**src/rtl/high_freq_fir.sv**
```systemverilog
// Stereo FIR MAC: one shared Q1.15 coefficient stream, 1021 taps, 42-bit accumulators.
// Define FIR_SAT_EN to saturate results to 16 bits; otherwise accumulator bits [30:15] wrap.
module high_freq_fir (
  input  logic               clk,
  input  logic               rst,
  input  logic               sequencing,
  input  logic signed [15:0] lft_in,
  input  logic signed [15:0] rght_in,
  output logic        [9:0]  coeff_addr,
  input  logic signed [15:0] coeff,
  output logic signed [15:0] lft_out,
  output logic signed [15:0] rght_out,
  output logic               valid
);

  localparam logic [10:0] NUM_TAPS = 11'd1021;

  localparam logic [1:0] IDLE   = 2'd0;
  localparam logic [1:0] ACCUM  = 2'd1;
  localparam logic [1:0] OUTPUT = 2'd2;

  logic [1:0]         state, state_nxt;
  logic [10:0]        tap_cnt;
  logic               tap_ok;
  logic               seq_d, seq_dd, acc_en;
  logic               first_tap, out_load;
  logic signed [31:0] lft_prod, rght_prod;
  logic signed [41:0] lft_acc, rght_acc;
  logic signed [41:0] lft_ext, rght_ext;
  logic signed [15:0] lft_nar, rght_nar;

  // Samples and coefficients both arrive one cycle after the address, so the
  // registered gate acc_en lines up with the data it qualifies.
  assign tap_ok     = sequencing && (tap_cnt < NUM_TAPS);
  assign coeff_addr = tap_ok ? tap_cnt[9:0] : 10'd0;
  assign first_tap  = seq_d && !seq_dd;
  assign out_load   = (state == ACCUM) && !seq_d;

  assign lft_prod  = 32'(lft_in) * 32'(coeff);
  assign rght_prod = 32'(rght_in) * 32'(coeff);
  assign lft_ext   = {{10{lft_prod[31]}}, lft_prod};
  assign rght_ext  = {{10{rght_prod[31]}}, rght_prod};

`ifdef FIR_SAT_EN
  function automatic logic signed [15:0] sat16(input logic signed [41:0] s);
    if (s > 42'sd32767)
      return 16'sh7FFF;
    else if (s < -42'sd32768)
      return 16'sh8000;
    else
      return s[15:0];
  endfunction

  assign lft_nar  = sat16(lft_acc >>> 15);
  assign rght_nar = sat16(rght_acc >>> 15);
`else
  assign lft_nar  = lft_acc[30:15];
  assign rght_nar = rght_acc[30:15];
`endif

  always_comb begin
    state_nxt = state;
    case (state)
      IDLE:    if (seq_d) state_nxt = ACCUM;
      ACCUM:   if (!seq_d) state_nxt = OUTPUT;
      OUTPUT:  state_nxt = IDLE;
      default: state_nxt = IDLE;
    endcase
  end

  always_ff @(posedge clk or posedge rst) begin
    if (rst) begin
      state   <= IDLE;
      tap_cnt <= 11'd0;
      seq_d   <= 1'b0;
      seq_dd  <= 1'b0;
      acc_en  <= 1'b0;
    end else begin
      state  <= state_nxt;
      seq_d  <= sequencing;
      seq_dd <= seq_d;
      acc_en <= tap_ok;
      if (!sequencing)
        tap_cnt <= 11'd0;
      else if (tap_cnt < NUM_TAPS)
        tap_cnt <= tap_cnt + 11'd1;
    end
  end

  // A rising seq_d restarts the sums, so a burst starting during OUTPUT loses nothing.
  always_ff @(posedge clk or posedge rst) begin
    if (rst) begin
      lft_acc  <= 42'sd0;
      rght_acc <= 42'sd0;
    end else if (acc_en) begin
      if (first_tap) begin
        lft_acc  <= lft_ext;
        rght_acc <= rght_ext;
      end else begin
        lft_acc  <= lft_acc + lft_ext;
        rght_acc <= rght_acc + rght_ext;
      end
    end
  end

  always_ff @(posedge clk or posedge rst) begin
    if (rst) begin
      lft_out  <= 16'sd0;
      rght_out <= 16'sd0;
      valid    <= 1'b0;
    end else begin
      valid <= out_load;
      if (out_load) begin
        lft_out  <= lft_nar;
        rght_out <= rght_nar;
      end
    end
  end

endmodule

```
**config.mk**
```make
export PLATFORM = sky130hd
export DESIGN_NAME = high_freq_fir
export DESIGN_NICKNAME = d
export VERILOG_FILES = /design/src/rtl/high_freq_fir.sv
export SDC_FILE = /design/constraint.sdc
export NUM_CORES = 2
export LEC_CHECK = 0
export ABC_AREA = 1
export CAP_MARGIN = 20
export CORE_ASPECT_RATIO = 0.6
export CORE_UTILIZATION = 50
export CTS_BUF_LIST = sky130_fd_sc_hd__clkbuf_4
export CTS_CLUSTER_SIZE = 28
export DETAILED_ROUTE_END_ITERATION = 10
export MAX_ROUTING_LAYER = met4
export PLACE_DENSITY = 0.67
export REMOVE_ABC_BUFFERS = 1
export SLEW_MARGIN = 0
export SYNTH_ARGS = -nofsm -noshare
export SYNTH_HDL_FRONTEND = slang
export SYNTH_SLANG_ARGS = --single-unit
```
**constraint.sdc**
```tcl
create_clock -name clk -period 4.81 [get_ports clk]
set_input_delay 0.962 -clock clk [delete_from_list [all_inputs] [get_ports clk]]
set_output_delay 0.962 -clock clk [all_outputs]
set_load 0.1 [all_outputs]
```
**Yosys cells after proc, flatten, opt, wreduce, memory -nomap -nowiden**

Index checks and enable logic that the tools add are counted.

- Register bits after elaboration: 133
- Logic and storage cells: 35

- Add/subtract/negate cells: 3
- Multiply operators: 2
- Order comparisons: 1
- Eq/ne operators: 4
- Multiplexer cells: 8
- Reductions and logical operators: 7

Operator list:

| kind | count |
|---|---|
| adder 42 x 32 -> 42 bit | 2 |
| 2-to-1 mux 42 bit | 2 |
| multiplier 16 x 16 -> 32 bit | 2 |
| 2-to-1 mux 11 bit | 2 |
| adder 11 x 1 -> 11 bit, second input constant | 1 |
| less-than comparator 11 x 10 -> 1 bit, second input constant | 1 |
| 2-to-1 mux 10 bit | 1 |
| 2-to-1 mux 2 bit | 2 |
| inequality test 2 bit, second input constant | 2 |
| one-hot mux 2 bit (2 select lines) | 1 |
| logical AND 1 bit | 3 |
| == test 2 x 1 -> 1 bit, second input constant | 1 |
| logical NOT 1 bit | 2 |
| logical NOT 2 bit | 1 |
| inequality test 2 x 1 -> 1 bit, second input constant | 1 |
| AND reduction 2 bit | 1 |

**Logic depth before layout (Yosys ltp)**

- Depth after elaboration: 3
- Gate-level depth with buffers: 38
- Gate-level depth less buffers: 36

**Least setup slack after synthesis**

Ideal clock, no wire load.

- Path kind: input to register
- From: in lft_in[15]
- To: reg lft_acc[30]
- Arrival time: 7.247 ns
- Data required time: 4.692 ns
- Slack: -2.556 ns
- Stages: 34
- Buffers on the path: 2
- Cell sequence: clkbuf_2 -> clkbuf_1 -> nand2_1 -> fa_1 -> inv_1 -> fa_1 -> fa_1 -> fa_1 -> fa_1 -> inv_1 -> fa_1 -> inv_1 -> ha_1 -> nand2_1 -> nor2_1 -> inv_1 -> nor2_1 -> nand3_1 -> nand3_1 -> nand2_1 -> and2_1 -> ha_1 -> nand2_1 -> inv_1 -> nand2_1 -> nand3_1 -> nand2_1 -> nand2_1 -> a21oi_1 -> nand3_1 -> nand3_1 -> nand2_1 -> nand3_1 -> nand2_1

- Longest elaborated chain between the ends: 3

RTL lines:

| item | line | RTL |
|---|---|---|
| start, declared | 7 | `input logic signed [15:0] lft_in,` |
| multiplier 16 x 16 -> 32 bit (*) | 39 | `assign lft_prod = 32'(lft_in) * 32'(coeff);` |
| adder 42 x 32 -> 42 bit | 100 | `lft_acc <= lft_acc + lft_ext;` |
| 2-to-1 mux 42 bit (*) | 96 | `if (first_tap) begin` |
| end signal, assigned | 97 | `lft_acc <= lft_ext;` |
| end signal, assigned | 100 |  |
| end, declared | 28 | `logic signed [41:0] lft_acc, rght_acc;` |

Mark *: on every way between the ends. The rest lies on a longest branch, timed or not.
A chain may end at the register's enable or synchronous reset.

**Worst setup path in the final report**

- From: in coeff[4]
- To: reg lft_acc[19]

- Longest elaborated chain between the ends: 3

RTL lines:

| item | line | RTL |
|---|---|---|
| start, declared | 10 | `input logic signed [15:0] coeff,` |
| multiplier 16 x 16 -> 32 bit (*) | 39 |  |
| adder 42 x 32 -> 42 bit | 100 |  |
| 2-to-1 mux 42 bit (*) | 96 |  |

Marks and branches as above.

==> run_results.csv <==
group,metric,value,unit
logic_synthesis,synth-seq-cells,111,
logic_synthesis,synth_commonest_cells,"nand2_1 (1268), inv_1 (1091), fa_1 (514)",
floorplanning,fp.dieW,319,um
logic_synthesis,synth_compound_area_frac,0.0540,
logic_synthesis,yosysMostFrequentCell,"nand2_1",
logic_synthesis,synthTopCellsByArea,"fa_1 (34%), nand2_1 (16%), inv_1 (14%)",
logic_synthesis,synthSimpleGateAreaFrac,0.251,
floorplanning,initial_utilization,0.507,
final_layout,filler_cell_count,3688,
clock_network,tritoncts,"built",
global_route,grt_pass1_wl,170,mm
floorplanning,rows,69,
hold_path,hold_class,"flip-flop to flip-flop",
outcome,violations,"negative setup slack",
route,routed_via_density,5.45,
worst_setup_path,worstSetupStartpointType,"input port",
placement,gp_congestion,1.01,
logic_synthesis,syn_area,30100,um2
timing,report.final.hold_viol_count,0,
clock_network,cts_num_sinks,111,
logic_synthesis,yosysWarnings,0,
route,drt_iter0_markers,3349,
final_layout,fin_area,46100,um2
clock_network,numCtsBuffers,9,
clock_network,clk_latency,0.61,ns
logic_synthesis,synth_largest_area_cell,"fa_1",
logic_synthesis,seq_area_frac_synth,0.0924,
floorplanning,fp.dieH,192,um
clock_network,hold_buffers,0,
floorplanning,die-area,61100,um2
final_layout,layout-drive-gt1-share,0.402,
timing,tightest_slew,1.14,ns
worst_setup_path,reg2reg_to,"lft_acc[26]",
placement,placed_area,36200,um2
timing,fin_crit_sh,1.50,
job,max-cap-violations,0,
timing,fin_ws,-2.41,ns
logic_synthesis,postSynth.asyncResetShare,1.00,
hold_path,hp-start,"seq_d",
final_layout,layout.nets,5954,
timing,fin_setup_tns,-95.51,ns
timing,fin_skew,0.0643,ns
timing,finalSetupViolations,50,
worst_setup_path,rr_worst_depth,15,
outcome,outcome,"finished with violations",
clock_network,htree_levels,3,
global_route,grt_overflow_total,0,
worst_setup_path,critical_path_arrival,7.76,ns
worst_setup_path,cp_max_fo,5,
clock_network,clock_path_buffers,2,
hold_path,hold_end,"seq_dd",
hold_path,hold_path_depth,0,
worst_setup_path,crit_type,"input port to flip-flop",
logic_synthesis,synth_mux_area_frac,0,
logic_synthesis,synth_cells,4268,
worst_setup_path,max_stage_delay,0.56,ns
worst_setup_path,end_kind,"flip-flop",
worst_setup_path,reg2reg_from,"lft_acc[0]",
logic_synthesis,synth_xor_area_frac,0.0117,
timing,max_freq,139,MHz
logic_synthesis,synth_top_family_by_area,"adder cells",
timing,period_minus_slack,7.22,ns
route,drc,0,
logic_synthesis,synthAdderAreaFrac,0.437,
floorplanning,core_area,59300,um2
global_route,grt_max_degree,78,
worst_setup_path,path_common_cell,"inv_2",
logic_synthesis,synth_flop_cell,"dfrtp_1",
placement,dpl.hpwl,72.5,mm
route,routed_wirelength,117,mm
global_route,antenna_found_initial,2,
clock_network,clock-root-buffer,"clkbuf_4",
route,dr.pass1.iters,10,
timing,slew_headroom,0.240,
route,antenna_left,0,
worst_setup_path,crit_path_top_delay_cell,"fa_1",
worst_setup_path,regToRegSetupSlack,2.03,ns
logic_synthesis,yosysUniqueCellTypes,42,
placement,port_buffers,93,
global_route,grtUsageTotal,0.367,
final_layout,area_delta_synth_final,53.4,%
route,avgRoutedWirePerCell,19.7,um
logic_synthesis,syn_avg_cell_area,7.04,um2
global_route,grt_pass1_vias,32400,
worst_setup_path,cp.required,5.35,ns
floorplanning,io_pins,94,
route,vias,32500,
timing,drv_slew,0,
worst_setup_path,worstSetupStartpoint,"coeff[4]",
timing,rsz0062_at_grt,"yes",
clock_network,clkSlewWorstSetupHoldPaths,0.27,ns
logic_synthesis,yosys.area.top_type_share,0.342,
logic_synthesis,synth_edf_count,0,
[cell type report]
type                            instances  area, um2  area share
Multi-Input combinational cell       2928      28500       0.617
Inverter                             1093       4140      0.0897
Antenna cell                            7       17.5    0.000380
Timing Repair Buffer                 1019       9590       0.208
Clock inverter                          7       77.6     0.00168
Clock buffer                            9       67.6     0.00146
Sequential cell                       111       2780      0.0602
Tap cell                              781        977      0.0212
[cell families after synthesis]
group	after synthesis
simple gates	1846
compound gates	301
flops	111
buf+inv	1229
fa+ha+maj	741
xor+xnor	40
[timing repair]
| item | in CTS | in global routing |
|---|---|---|
| buffers inserted | 256 | 84 |
| pin swaps | 599 | 434 |
| gates cloned | 16 | 4 |
| endpoints found under the setup margin | 52 | 52 |
| resized for setup | 1392 | 481 |
| endpoints found under the hold margin | 0 | 0 |
[routing by layer]
metal,wire (um),share of wire,track usage
met1,46500,0.40,0.475
met2,53600,0.46,0.582
met3,11600,0.099,0.0877
met4,5740,0.049,0.0894
met5,0,0,-
[layout by cell type, fill, tap and decap left out, types with 52 or more instances in the layout]
| cell type | n |
|---|---|
| nand2_1 | 984 |
| inv_1 | 913 |
| buf_4 | 693 |
| fa_1 | 460 |
| nand2_2 | 186 |
| inv_2 | 166 |
| buf_6 | 164 |
| nand3_1 | 125 |
| nor2_1 | 118 |
| ha_1 | 112 |
| dfrtp_1 | 110 |
| ha_4 | 106 |
| nand2_4 | 86 |
| nor2_4 | 85 |
| buf_12 | 61 |
| a21oi_2 | 58 |
| fa_2 | 54 |
| nand3_2 | 52 |
[worst max path at each step]
| stage | end | slack [ns] | cells after the start |
|---|---|---|---|
| after floorplan | rght_acc[22] | -2.35 | 33 |
| after global placement | rght_acc[18] | -3.65 | 32 |
| after detailed placement | rght_acc[18] | -3.55 | 32 |
| after CTS | rght_acc[28] | -2.08 | 42 |
| after global routing | rght_acc[30] | -2.56 | 36 |
| final | lft_acc[19] | -2.41 | 33 |
[flip-flops by register name (all words and copies together), names as in the netlist]
register  count
lft_acc      31
tap_cnt      11
acc_en        1
lft_out      16
rght_out     16
rght_acc     31
seq_dd        1
state         2
valid         1
seq_d         1
[critical path: cells and delay by family]
family | cells | cell delay, ns
and+or+nand+nor | 8 | 1.10
AOI/OAI and AO/OA | 4 | 0.87
buffers and inverters | 12 | 1.06
xor gates and xnor gates | 1 | 0.18
adders and majority gates | 8 | 3.57
[metrics by stage]
step,hold WS [ns],util,instances,setup WS (ns)
floorplan,0.354,-,4132,-2.35
global placement,0.360,0.611,5590,-3.65
detailed placement,0.365,0.611,5590,-3.55
CTS,0.408,0.737,5871,-2.08
global route,0.417,0.778,5952,-2.56
finish,0.407,0.778,5955,-2.41
Power is not shown: default switching activity piles up to over one toggle a cycle in this logic, so the estimate is an artifact.
